## config.mk

```make
export PLATFORM = sky130hd
export DESIGN_NAME = arbitro_memoria_dados
export DESIGN_NICKNAME = d
export VERILOG_FILES = /design/src/rtl/arbitro_pkg.sv /design/src/rtl/rr_arbiter2.sv /design/src/rtl/arbitro_memoria_dados.sv
export SDC_FILE = /design/constraint.sdc
export NUM_CORES = 1
export LEC_CHECK = 0
export ABC_AREA = 0
export BUFFER_PORTS_ARGS = -buffer_cell sky130_fd_sc_hd__buf_2
export CORE_AREA = 2 2 133 135
export CTS_CLUSTER_DIAMETER = 30
export DETAILED_ROUTE_END_ITERATION = 8
export DIE_AREA = 0 0 135 137
export GPL_ROUTABILITY_DRIVEN = 0
export PLACE_DENSITY = 0.73
export SKIP_CTS_REPAIR_TIMING = 1
export SYNTH_ARGS = -nofsm -noshare
export SYNTH_HDL_FRONTEND = slang
export SYNTH_HIERARCHICAL = 1
export SYNTH_SLANG_ARGS = --single-unit
```

## constraint.sdc

```tcl
create_clock -name clk -period 1.73 [get_ports clk]
set_input_delay 0.2595 -clock clk [delete_from_list [all_inputs] [get_ports clk]]
set_output_delay 0.2595 -clock clk [all_outputs]
set_load 0.01 [all_outputs]
```

## src/rtl/arbitro_pkg.sv

```systemverilog
// rtl/arbitro_pkg.sv - shared types and constants for the data-memory arbiter
package arbitro_pkg;

   localparam int BITS_DEFAULT  = 64;
   localparam int DEPTH_DEFAULT = 32;
   localparam int ADDR_W        = 5;

   localparam logic PORT0 = 1'b0;
   localparam logic PORT1 = 1'b1;

   typedef enum logic [1:0] {
      IDLE   = 2'd0,
      ACCESS = 2'd1,
      RESP   = 2'd2
   } state_t;

   function automatic logic addr_in_range(input logic [ADDR_W-1:0] addr, input int depth);
      return (32'(addr) < depth);
   endfunction

endpackage

```

## src/rtl/rr_arbiter2.sv

```systemverilog
// rtl/rr_arbiter2.sv - two-port round-robin winner select, purely combinational
module rr_arbiter2
   import arbitro_pkg::*;
(
   input  logic req0,
   input  logic req1,
   input  logic pointer,
   output logic winner,
   output logic grant_valid
);

   always_comb begin
      grant_valid = req0 | req1;
      winner      = PORT0;
      if (req0 && req1) begin
         winner = pointer;
      end else if (req1) begin
         winner = PORT1;
      end
   end

endmodule

```

## src/rtl/arbitro_memoria_dados.sv

```systemverilog
// rtl/arbitro_memoria_dados.sv - two-port round-robin arbiter in front of a single data memory
module arbitro_memoria_dados
   import arbitro_pkg::*;
#(
   parameter int BITS  = BITS_DEFAULT,
   parameter int DEPTH = DEPTH_DEFAULT
)(
   input  logic              clk,
   input  logic              rst_n,
   input  logic              req0,
   input  logic              req1,
   input  logic              we0,
   input  logic              we1,
   input  logic [ADDR_W-1:0] addr0,
   input  logic [ADDR_W-1:0] addr1,
   input  logic [BITS-1:0]   wdata0,
   input  logic [BITS-1:0]   wdata1,
   output logic              ack0,
   output logic              ack1,
   output logic [BITS-1:0]   rdata,
   output logic              err,
   output logic              busy,
   output logic [ADDR_W-1:0] mem_addr,
   output logic              mem_we,
   output logic [BITS-1:0]   mem_din,
   input  logic [BITS-1:0]   mem_dout
);

   state_t              state_q, state_d;
   logic                ptr_q, ptr_d;
   logic                owner_q, owner_d;
   logic                cmd_we_q, cmd_we_d;
   logic [ADDR_W-1:0]   cmd_addr_q, cmd_addr_d;
   logic [BITS-1:0]     cmd_wdata_q, cmd_wdata_d;
   logic [BITS-1:0]     rdata_q, rdata_d;
   logic                err_q, err_d;

   logic                winner;
   logic                grant_valid;
   logic                cmd_in_range;

   rr_arbiter2 u_rr_arbiter2 (
      .req0        (req0),
      .req1        (req1),
      .pointer     (ptr_q),
      .winner      (winner),
      .grant_valid (grant_valid)
   );

   assign cmd_in_range = addr_in_range(cmd_addr_q, DEPTH);

   always_ff @(posedge clk or negedge rst_n) begin
      if (!rst_n) begin
         state_q <= IDLE;
      end else begin
         state_q <= state_d;
      end
   end

   always_ff @(posedge clk or negedge rst_n) begin
      if (!rst_n) begin
         ptr_q       <= PORT0;
         owner_q     <= PORT0;
         cmd_we_q    <= 1'b0;
         cmd_addr_q  <= '0;
         cmd_wdata_q <= '0;
         rdata_q     <= '0;
         err_q       <= 1'b0;
      end else begin
         ptr_q       <= ptr_d;
         owner_q     <= owner_d;
         cmd_we_q    <= cmd_we_d;
         cmd_addr_q  <= cmd_addr_d;
         cmd_wdata_q <= cmd_wdata_d;
         rdata_q     <= rdata_d;
         err_q       <= err_d;
      end
   end

   always_comb begin
      state_d = state_q;
      case (state_q)
         IDLE:    if (grant_valid) state_d = ACCESS;
         ACCESS:  state_d = RESP;
         RESP:    state_d = IDLE;
         default: state_d = IDLE;
      endcase
   end

   // Command registers are only loaded on a grant, so input changes mid-access are ignored.
   always_comb begin
      ptr_d       = ptr_q;
      owner_d     = owner_q;
      cmd_we_d    = cmd_we_q;
      cmd_addr_d  = cmd_addr_q;
      cmd_wdata_d = cmd_wdata_q;
      rdata_d     = rdata_q;
      err_d       = err_q;
      if (state_q == IDLE && grant_valid) begin
         owner_d     = winner;
         ptr_d       = ~ptr_q;
         cmd_we_d    = (winner == PORT1) ? we1    : we0;
         cmd_addr_d  = (winner == PORT1) ? addr1  : addr0;
         cmd_wdata_d = (winner == PORT1) ? wdata1 : wdata0;
      end else if (state_q == ACCESS) begin
         err_d   = ~cmd_in_range;
         rdata_d = (cmd_in_range && !cmd_we_q) ? mem_dout : '0;
      end
   end

   always_comb begin
      busy     = (state_q != IDLE);
      ack0     = (state_q == RESP) && (owner_q == PORT0);
      ack1     = (state_q == RESP) && (owner_q == PORT1);
      mem_we   = (state_q == ACCESS) && cmd_we_q && cmd_in_range;
      mem_addr = cmd_addr_q;
      mem_din  = cmd_wdata_q;
      rdata    = rdata_q;
      err      = err_q;
   end

endmodule

```

* After elaboration in Yosys (flattened, before gate mapping)
Cells that the tools add are included.
** Word-level totals
- Flip-flop bits (word level) :: 138
- Input bits :: 208
** Operators by class
- Eq/ne operators :: 3
- Mux-type cells :: 8
- Bitwise operators :: 4
- Reduce and logical (&&, ||, !) cells :: 8
** Operators by type and width (count)
- 2-to-1 mux 64 bit :: 2
- logical AND 1 bit :: 5
- 2-to-1 mux 5 bit :: 1
- one-hot mux 2 bit (2 select lines) :: 1
- 2-to-1 mux 1 bit :: 3
- NOT 1 bit :: 3
- == test 2 x 1 -> 1 bit, second input constant :: 1
- == test 2 bit, second input constant :: 1
- zero test 2 bit :: 1
- 2-to-1 mux 2 bit :: 1
- != test 2 bit, second input constant :: 1
- AND reduction 2 bit :: 1
- nonzero test 2 bit :: 1
- bitwise OR 1 bit :: 1

* Depth between registers and ports, before layout
Gate-level depths: netlist of run 1.
- Depth in word-level cells :: 4
- Depth in mapped cells :: 6
- Depth with buffers taken out :: 4

* Hierarchy
The synthesis of run 1 kept the hierarchy.
** By module, submodules not included
- arbitro_memoria_dados :: times used 1, cells an instance 446, area an instance 7014.2 um2, sequential area each 3453.3 um2
- rr_arbiter2 :: times used 1, cells an instance 3, area an instance 17.5 um2, sequential area each 0.0 um2

* Least setup slack after synthesis of run 1
No wires, ideal clock.
- Kind :: reg-to-reg
- Start :: reg ptr_q
- End :: reg cmd_addr_q[0], in the netlist mem_addr[0]
- Setup time :: 0.125 ns
- Arrival time :: 1.403 ns
- Data required time :: 1.605 ns
- Setup slack :: 0.202 ns
- Cell stages (with the launch flop) :: 7
- Clock period less this slack :: 1.528 ns
- Path through :: dfrtp_1 -> inv_1 -> a21boi_1 -> buf_6 -> buf_6 -> mux2_4 -> mux2_4
** Between the ends
- Word-level cells in the longest chain between the ends :: 2
** RTL lines
- from (decl) :: RTL line arbitro_memoria_dados.sv:30 : logic ptr_q, ptr_d;
- from (signal assigned) :: RTL line arbitro_memoria_dados.sv:70 : ptr_q <= ptr_d;
- 2-to-1 mux 1 bit :: RTL line rr_arbiter2.sv:15 : if (req0 && req1) begin
- net winner :: RTL line arbitro_memoria_dados.sv:38 : logic winner;
- 2-to-1 mux 5 bit :: RTL line arbitro_memoria_dados.sv:103 : cmd_addr_d = (winner == PORT1) ? addr1 : addr0;
- to (signal assigned) :: RTL line arbitro_memoria_dados.sv:73 : cmd_addr_q <= cmd_addr_d;
- to (decl) :: RTL line arbitro_memoria_dados.sv:33 : logic [ADDR_W-1:0] cmd_addr_q, cmd_addr_d;
The timed path passes the listed nets, and every way through them passes these cells.
A chain may end at the register's enable or synchronous reset.

* Worst setup path after layout of run 1
- Start :: reg state_q[0]
- End :: out mem_we
** Between the ends
- Word-level cells in the longest chain between the ends :: 2
** RTL lines
- from (decl) :: RTL line arbitro_memoria_dados.sv:29 : state_t state_q, state_d;
- from (signal assigned) :: RTL line arbitro_memoria_dados.sv:56 : state_q <= state_d;
- == test 2 x 1 -> 1 bit :: RTL line arbitro_memoria_dados.sv:115 : mem_we = (state_q == ACCESS) && cmd_we_q && cmd_in_range;
- logical AND 1 bit :: RTL line arbitro_memoria_dados.sv:115
- to (decl) :: RTL line arbitro_memoria_dados.sv:24 : output logic mem_we,
Every way passes these cells.

==> run_results.csv, run 1 <==
group,metric,value,unit
global_routing,track_usage,19.1,%
placement,placedCellCount,1019,
route,drt-total-wl,17900,um
synth,ys_warn_count,6,
power_and_ir_drop,pwr-share-clk,21.5,%
critical_path,crit_type,"flip-flop to output port",
timing,holdWs,0.182,ns
layout,diodes,0,
synth,netlist_area,7030,um2
power_and_ir_drop,leakage,5.15,nW
placement,hpwl,13700,um
critical_path,r2r-start,"ptr_q",
power_and_ir_drop,combPwrFrac,46.3,%
clocking,cts-buffers-inserted,17,
synth,synth-seq-area-share,49.1,%
power_and_ir_drop,p_switching,5.67,mW
synth,syn-num-nets,657,
critical_path,required,1.47,ns
route,drt-vias-per-instance,4.66,
route,ant_nets,0,
synth,synthXorXnorAreaFrac,0.125,%
status,outcome,"finished, final reports clean",
timing,finalCritPeriodShare,96.6,%
route,dr.pass1.iters,4,
global_routing,grt_overflow,0,
global_routing,grt_pass1_vias,5081,
route,wire_per_inst,16.9,um
critical_path,timing.critical_path.from,"state_q[0]",
clocking,clk_pin_slew,0.06,ns
clocking,cts_tree,"done",
placement,io_buffers,344,
synth,avgSynthCellArea,15.7,um2
power_and_ir_drop,power_frac_seq,32.2,%
timing,setup_ws,0.0595,ns
die,die_y,137,um
synth,synth_seq_cells,138,
route,drc_errors,0,
route,drt_iter0_drc,155,
synth,synthMuxAreaShare,39.0,%
worst_hold_path,hp-class,"primary input to flip-flop",
synth,synth_fa_ha_area_share,0,%
clocking,htreeDepth,4,
timing,finalCriticalPeriod,1.67,ns
critical_path,end_kind,"output port",
placement,place_ws,0.0298,ns
synth,synth_compound_area_share,0.107,%
clocking,root_buffer,"clkbuf_16",
layout,fin_cells,1062,
synth,postSynthCellCount,449,
timing,hold_violations,0,
critical_path,worstPathArrival,1.41,ns
timing,tns,0,ns
timing,grt_setup_unrepaired,"no",
power_and_ir_drop,powerDensity,1780,nW/um2
die,rows,48,
power_and_ir_drop,p_int,11.9,mW
critical_path,critical_path.startpoint_type,"flip-flop",
timing,max_freq,0.599,GHz
die,design.die.area,18500,um2
global_routing,grt_pass1_wl,26800,um
layout,nFillCells,1406,
worst_hold_path,holdPathEnd,"mem_din[38]",
route,vias,4947,
worst_hold_path,whs_path_depth,3,
clocking,cts_max_path_buffers,2,
critical_path,reg2reg_slack,0.08,ns
clocking,clock_latency,0.41,ns
die,core,17100,um2
global_routing,antenna_found_initial,0,
die,num_io_pins,346,
power_and_ir_drop,ir_worst_vdd,0.773,mV
clocking,cts_sinks,138,
synth,synth_top_family_by_area,"multiplexers",
die,start_util,41.2,%
synth,ys_types,22,
layout,fin_util,57.7,%
worst_hold_path,hp-start,"wdata0[38]",
layout,drive_above_1_share,71.2,%
global_routing,grt_max_degree,45,
critical_path,r2r_cells,6,
timing,finClkSkew,0.00695,ns
flow_run,maxCapViolations,0,
synth,yosys.area_share.simple,6.57,%
layout,syn_to_final_growth,39.9,%
timing,final_max_slew_viol_count,0,
critical_path,path_max_fanout,11,
layout,nets,1033,
die,die_width,135,um
timing,finalSetupViolations,0,
critical_path,worstReg2RegEnd,"mem_din[21]",
power_and_ir_drop,switching_share,32.3,%
## placed cells by master (no fill, tap or decap), drive strengths merged
cell type / synthesis / final
buf: 25 / 386
mux2: 205 / 205
dfrtp: 138 / 138
nor2b: 65 / 65
clkbuf: 6 / 21
clkinv: 0 / 6
bufinv: 0 / 4
or2: 2 / 2
nor3b: 2 / 2
and3b: 1 / 1
and2: 1 / 1
xor2: 1 / 1
conb: 1 / 1
clkinvlp: 0 / 1
dlygate4sd3: 0 / 1
inv: 1 / 1
a21boi: 1 / 1
## sequential cells by signal (all words and copies together) (netlist names)
name	cells
mem_addr	5
state_q	2
rdata	64
owner_q	1
cmd_we_q	1
mem_din	64
ptr_q	1
## worst max-delay path: stages, from the launching register on
cell and delay [ns]:
dfrtp_2 0.44, nor2b_4 0.15, buf_12 0.14, and2_1 0.14, buf_2 0.13
## kinds of logic (layout without fill, tap and decap cells)
| family | Yosys count | after routing |
|---|---|---|
| compound gates | 1 | 1 |
| simple gates | 71 | 71 |
| other cells | 1 | 1 |
| mux | 205 | 205 |
| flops | 138 | 138 |
| xor+xnor | 1 | 1 |
| buf+inv | 32 | 420 |
## synthesized netlist by cell type
| library cell | number | area [um2] |
|---|---|---|
| dfrtp_1 | 138 | 3450 |
| nor2b_4 | 1 | 13.8 |
| buf_2 | 2 | 10.0 |
| xor2_1 | 1 | 8.76 |
| conb_1 | 1 | 3.75 |
| or2_1 | 1 | 6.26 |
| buf_8 | 1 | 15.0 |
| mux2_4 | 116 | 1740 |
| nor2b_1 | 64 | 400 |
| buf_4 | 2 | 15.0 |
| clkbuf_1 | 6 | 22.5 |
| a21boi_1 | 1 | 7.51 |
| mux2_1 | 31 | 349 |
| or2_2 | 1 | 6.26 |
| nor3b_2 | 1 | 12.5 |
| nor3b_1 | 1 | 7.51 |
| inv_1 | 1 | 3.75 |
| and3b_1 | 1 | 8.76 |
| buf_6 | 13 | 146 |
| buf_12 | 7 | 140 |
| and2_1 | 1 | 6.26 |
| mux2_2 | 58 | 653 |
## metal layers
layer / track usage [%] / part of all wire [%] / vias to the layer above
li1: - / - / 2302
met1: 22.2 / 40 / 2383
met2: 32.8 / 50 / 232
met3: 5.78 / 7.5 / 30
met4: 7.87 / 2.3 / 0
met5: 0 / 0 / -
## worst max-delay path by stage
stage / to / cells past startpoint
after floorplan: mem_addr[0] / 6
after global placement: mem_din[21] / 6
after detailed placement: mem_addr[4] / 5
after CTS: mem_we / 4
after global routing: mem_din[22] / 6
final: mem_we / 4
## power by group through the flow
stage	clock, mW	sequential [mW]	combinational [mW]
floorplan	0	6.20	4.76
global placement	0	5.64	7.88
detailed placement	0	5.63	8.07
CTS	3.87	5.65	8.06
global route	4.03	5.85	8.70
finish	3.78	5.65	8.13
## stage by stage
| stage | instance area, um2 | total power [mW] |
|---|---|---|
| 2_1_floorplan | 7030 | 11.0 |
| 3_3_place_gp | 9110 | 13.5 |
| 3_5_place_dp | 9110 | 13.7 |
| 4_1_cts | 9720 | 17.6 |
| 5_1_grt | 9840 | 18.6 |
| 6_report | 9840 | 17.6 |
## final cells by class
cell class                      instances  area, um2  area share (%)
Tap cell                              225        282            2.86
Sequential cell                       138       3460            35.1
Clock buffer                           20        437            4.44
Multi-Input combinational cell        279       3240            33.0
Timing Repair Buffer                  388       2240            22.8
Inverter                                1       3.75          0.0381
Clock inverter                         11        173            1.75
No activity file was read; power rests on OpenSTA's default activity.
==> run 2: changes to the inputs <==
Settings changed: BUFFER_PORTS_ARGS -buffer_cell sky130_fd_sc_hd__buf_2 to -buffer_cell sky130_fd_sc_hd__buf_4, CORE_AREA 2 2 133 135 to 2 2 136 138, CTS_BUF_LIST set to sky130_fd_sc_hd__clkbuf_4 sky130_fd_sc_hd__clkbuf_8, DIE_AREA 0 0 135 137 to 0 0 138 140, PLACE_DENSITY 0.73 to 0.7.
Clock period 1.73 ns to 1.6 ns, I/O delays scaled along.
==> run_results.csv, run 2 (same netlist as run 1, synthesis figures left out) <==
group,metric,value,unit
critical_path,path_common_cell,"buf_4",
status,violations,"negative setup slack",
global_routing,grt_pass1_vias,5570,
power_and_ir_drop,switching_share,31.9,%
critical_path,r2r_cells,6,
timing,final_max_slew_viol_count,0,
route,vias,5059,
clocking,cts-buffers-inserted,17,
power_and_ir_drop,powerDensity,1850,nW/um2
clocking,htreeDepth,4,
timing,hold_violations,0,
layout,layout_common_cells,"buf_4, dfrtp_1, mux2_4",
critical_path,slowest_stage,"dfrtp_2",
layout,final_common_cell,"buf_4",
die,die_y,140,um
power_and_ir_drop,p_int,13.4,mW
timing,setup_ws,-0.0555,ns
layout,syn_to_final_growth,52.2,%
route,drt-vias-per-instance,4.71,
timing,finalCriticalPeriod,1.66,ns
layout,drive_above_1_share,72.5,%
die,design.die.area,19300,um2
critical_path,path_max_fanout,5,
power_and_ir_drop,ir_worst_vdd,1.02,mV
power_and_ir_drop,p_switching,6.31,mW
worst_hold_path,whs_path_depth,3,
layout,nets,1042,
worst_hold_path,hp-class,"primary input to flip-flop",
critical_path,required,1.93,ns
timing,tns,-1.55,ns
route,drc_errors,0,
global_routing,grt_overflow,0,
die,start_util,39.5,%
critical_path,worstPathArrival,1.98,ns
route,drt-total-wl,19800,um
clocking,clock_latency,0.45,ns
power_and_ir_drop,pwr-share-clk,16.7,%
power_and_ir_drop,leakage,5.43,nW
critical_path,path_cells,"buf_6 -> nor3b_4 -> buf_12 -> buf_4 -> buf_4 -> mux2_4",
global_routing,track_usage,20.2,%
route,dr.pass1.iters,4,
critical_path,crit_type,"flip-flop to flip-flop",
clocking,cts_tree,"done",
route,ant_nets,0,
timing,finalSetupViolations,58,
timing,max_freq,0.604,GHz
critical_path,max_stage_delay,0.41,ns
global_routing,grt_max_degree,61,
clocking,cts_max_path_buffers,2,
timing,finClkSkew,0.00953,ns
clocking,clk_pin_slew,0.08,ns
power_and_ir_drop,power_frac_seq,31.2,%
global_routing,antenna_found_initial,0,
die,die_width,138,um
power_and_ir_drop,combPwrFrac,52.1,%
route,drt_iter0_drc,142,
route,wire_per_inst,18.4,um
timing,finalCritPeriodShare,103,%
layout,diodes,0,
placement,hpwl,15200,um
placement,io_buffers,344,
critical_path,end_kind,"flip-flop",
timing,holdWs,0.133,ns
global_routing,grt_pass1_wl,30500,um
layout,fin_util,60.2,%
clocking,root_buffer,"clkbuf_8",
critical_path,critical_path.startpoint_type,"flip-flop",
die,rows,49,
status,outcome,"complete, but fails checks",
clocking,cts_sinks,138,
timing,grt_setup_unrepaired,"yes",
die,core,17800,um2
die,num_io_pins,346,
flow_run,maxCapViolations,0,
## run 2: layout make-up
type,instances,area [um2]
clock inverter,11,194
clock buffer,19,262
sequential,138,3460
inverter,1,3.75
multi-input combinational,279,3270
tap,229,287
fill,1430,7080
timing repair buffer,397,3230
## run 2: path summary, 6_finish.rpt
check / start / slack [ns] / to
setup reg to reg: state_q[0] / -0.06 / mem_din[9]
max in group asynchronous: rst_n / 0.74 / mem_din[34]
setup / recovery: state_q[0] / -0.06 / mem_din[9]
hold reg to reg: rdata[15] / 0.51 / rdata[15]
min in group asynchronous: rst_n / 0.27 / mem_din[42]
hold / removal: wdata0[23] / 0.13 / mem_din[23]
## run 2: critical path, delay by kind of cell, from the launching register on
family                 cells  cell delay [ns]
buffers and inverters      4             0.56
and+or+nand+nor            1             0.27
DFF                        1             0.41
muxes                      1             0.29
## run 2: power groups by stage
stage / Combinational [mW] / Clock (mW) / Sequential [mW]
2_1_floorplan: 5.15 / 0 / 6.70
3_3_place_gp: 9.47 / 0 / 6.16
3_5_place_dp: 9.73 / 0 / 6.19
4_1_cts: 9.73 / 3.37 / 6.19
5_1_grt: 10.9 / 3.56 / 6.38
6_report: 10.3 / 3.29 / 6.17
## run 2: stage by stage
step | power [mW] | worst slack, ns | cells | cell area [um2]
2_1_floorplan | 11.9 | 0.0718 | 449 | 7030
3_3_place_gp | 15.6 | -0.0149 | 1022 | 9970
3_5_place_dp | 15.9 | -0.0477 | 1022 | 9970
4_1_cts | 19.3 | -0.344 | 1052 | 10400
5_1_grt | 20.8 | -0.117 | 1074 | 10700
6_report | 19.7 | -0.0555 | 1074 | 10700
## run 2: layer usage
layer	global-route usage (%)	wire length [um]	vias up
met5	0	0	-
met4	6.71	435	0
met3	7.45	1550	27
met2	34.6	10100	226
met1	23.5	7750	2486
li1	-	-	2320
==> run 3: changes to the inputs <==
Settings changed: ABC_AREA 0 to 1, CORE_AREA 2 2 136 138 to 2 2 135 137, DIE_AREA 0 0 138 140 to 0 0 137 139, PLACE_DENSITY 0.7 to 0.67.
==> run_results.csv, run 3 <==
group,metric,value,unit
status,outcome,"finished, final reports clean",
die,start_util,35.6,%
clocking,root_buffer,"clkbuf_8",
synth,synth_edf_count,0,
global_routing,grt_pass1_wl,31500,um
synth,yosys-top-cells-area,"dfrtp_1, nand2_1, o21ai_0",
timing,max-slew-margin-rel,45.5,%
global_routing,met1_usage,25.0,%
layout,final_cell_area,9720,um2
power_and_ir_drop,p_int,10.6,mW
placement,io_buffers,344,
timing,hold_violations,0,
power_and_ir_drop,pwr-share-clk,18.3,%
timing,finalCritPeriodShare,99.7,%
layout,layout_common_cells,"nand2_1, buf_4, dfrtp_1",
global_routing,antenna_found_initial,0,
route,vias,6348,
layout,fin_util,55.0,%
critical_path,crit_type,"flip-flop to output port",
global_routing,grt_overflow,0,
global_routing,grt_pass1_vias,6262,
clocking,htreeDepth,4,
timing,tightest_slew,0.817,ns
timing,finalSetupViolations,0,
synth,ys_types,20,
synth,netlist.area_leader.share,55.0,%
power_and_ir_drop,powerDensity,1780,nW/um2
clocking,clock_latency,0.44,ns
synth,yosys-top-cells-count,"nand2_1, dfrtp_1, o21ai_0",
die,die_y,139,um
die,design.die.area,19000,um2
power_and_ir_drop,combPwrFrac,47.4,%
worst_hold_path,hp-class,"primary input to flip-flop",
layout,nFillCells,1730,
synth,syn-num-nets,1035,
timing,grt_setup_unrepaired,"yes",
layout,diodes,0,
critical_path,path_max_fanout,40,
layout,syn_to_final_growth,54.8,%
worst_hold_path,hp-start,"mem_dout[60]",
critical_path,worstPathArrival,1.36,ns
clocking,clk_pin_slew,0.08,ns
die,rows,49,
die,core,17700,um2
critical_path,end_kind,"output port",
power_and_ir_drop,leakage,5.54,nW
synth,synth-seq-area-share,55.0,%
worst_hold_path,whs_path_depth,3,
power_and_ir_drop,p_total,17.3,mW
layout,multiInputGateArea,2520,um2
synth,ys_warn_count,6,
synth,synth_most_common_cell,"nand2_1",
synth,async_reset_ff_share,100,%
global_routing,grt_max_degree,48,
critical_path,r2r-start,"state_q[1]",
global_routing,grt.busiest_layer,"met2",
route,wire_per_inst,14.4,um
power_and_ir_drop,switching_share,38.7,%
placement,placed_cell_area,9200,um2
power_and_ir_drop,p_switching,6.68,mW
critical_path,r2r_cells,5,
critical_path,critPathTopFamily,"buffers and inverters",
route,drt-vias-per-instance,4.50,
timing,finClkSkew,0.0104,ns
critical_path,path_cells,"inv_2 -> buf_12 -> nor2_4 -> buf_6",
power_and_ir_drop,ir_worst_vdd,0.666,mV
timing,final_max_slew_viol_count,0,
layout,drive_above_1_share,35.4,%
worst_hold_path,holdPathEnd,"rdata[60]",
route,drt_iter0_drc,281,
clocking,cts_max_path_buffers,2,
global_routing,use_met3,5.45,%
critical_path,required,1.36,ns
synth,synthFlopType,"dfrtp_1",
timing,tns,0,ns
clocking,cts_tree,"done",
timing,holdWs,0.0447,ns
route,drt-total-wl,20300,um
synth,netlist_area,6280,um2
synth,synth_seq_cells,138,
synth,postSynthCellCount,827,
route,ant_nets,0,
layout,final_common_cell,"nand2_1",
die,die_width,137,um
global_routing,met2_usage,35.3,%
critical_path,slowest_stage,"dfrtp_1",
power_and_ir_drop,power_frac_seq,34.4,%
critical_path,reg2reg_slack,0.12,ns
clocking,cts_sinks,138,
placement,hpwl,15000,um
synth,yosys.area.top_type,"dfrtp_1",
die,num_io_pins,346,
layout,nets,1377,
global_routing,track_usage,21.2,%
critical_path,worstReg2RegEnd,"mem_din[21]",
layout,seq_area,3450,um2
flow_run,maxCapViolations,0,
timing,max_freq,0.627,GHz
critical_path,crit_buf_inv,3,
route,drc_errors,0,
timing,finalCriticalPeriod,1.60,ns
route,dr.pass1.iters,4,
clocking,cts-buffers-inserted,17,
synth,avgSynthCellArea,7.59,um2
critical_path,critical_path.startpoint_type,"flip-flop",
critical_path,max_stage_delay,0.42,ns
[run 3: per-layer routing]
metal,vias up,wire [um]
met5,-,0
met4,0,867
met3,56,1360
met2,230,9900
met1,2861,8210
li1,3201,-
[run 3: cell families (layout without fill, tap and decap cells)]
group,Yosys count,after routing,share of synthesized area [%]
flops,138,138,55.0
simple gates,566,567,34.3
other cells,1,1,0.0597
compound gates,64,64,5.10
buf+inv,58,411,5.54
[run 3: how the worst max path moves through the flow]
stage,start,cells past startpoint,to,slack [ns]
floorplan,state_q[1],5,mem_we,0.37
CTS,cmd_we_q,4,mem_we,-0.12
finish,cmd_we_q,4,mem_we,0.005
global route,state_q[1],5,mem_we,-0.08
global placement,req1,7,mem_din[53],0.005
detailed placement,req1,7,mem_din[61],-0.03
[run 3: through the flow]
step / cells / worst slack, ns
floorplan: 827 / 0.368
global placement: 1376 / 0.00452
detailed placement: 1376 / -0.0341
CTS: 1407 / -0.121
global route: 1410 / -0.0834
finish: 1410 / 0.00496
[run 3: worst register-to-register path: cells and delay by family, from the launching register on]
kind	cells	cell delay (ns)
and+or+nand+nor	4	0.95
DFF	1	0.39
buffers and inverters	1	0.07
[run 3: area by class of cell]
| type | count | share of cell area, % |
|---|---|---|
| Sequential cell | 138 | 35.5 |
| Clock inverter | 11 | 1.75 |
| Tap cell | 229 | 2.95 |
| Timing Repair Buffer | 373 | 30.7 |
| Inverter | 7 | 0.270 |
| Multi-Input combinational cell | 632 | 26.0 |
| Clock buffer | 20 | 2.77 |
[run 3: power groups by stage]
stage	Combinational, mW	Clock (mW)	Sequential, mW
after floorplan	3.37	0	6.60
after global placement	8.01	0	5.92
after detailed placement	8.15	0	5.93
after CTS	8.15	3.26	5.92
after global routing	9.03	3.41	6.10
final	8.17	3.15	5.93
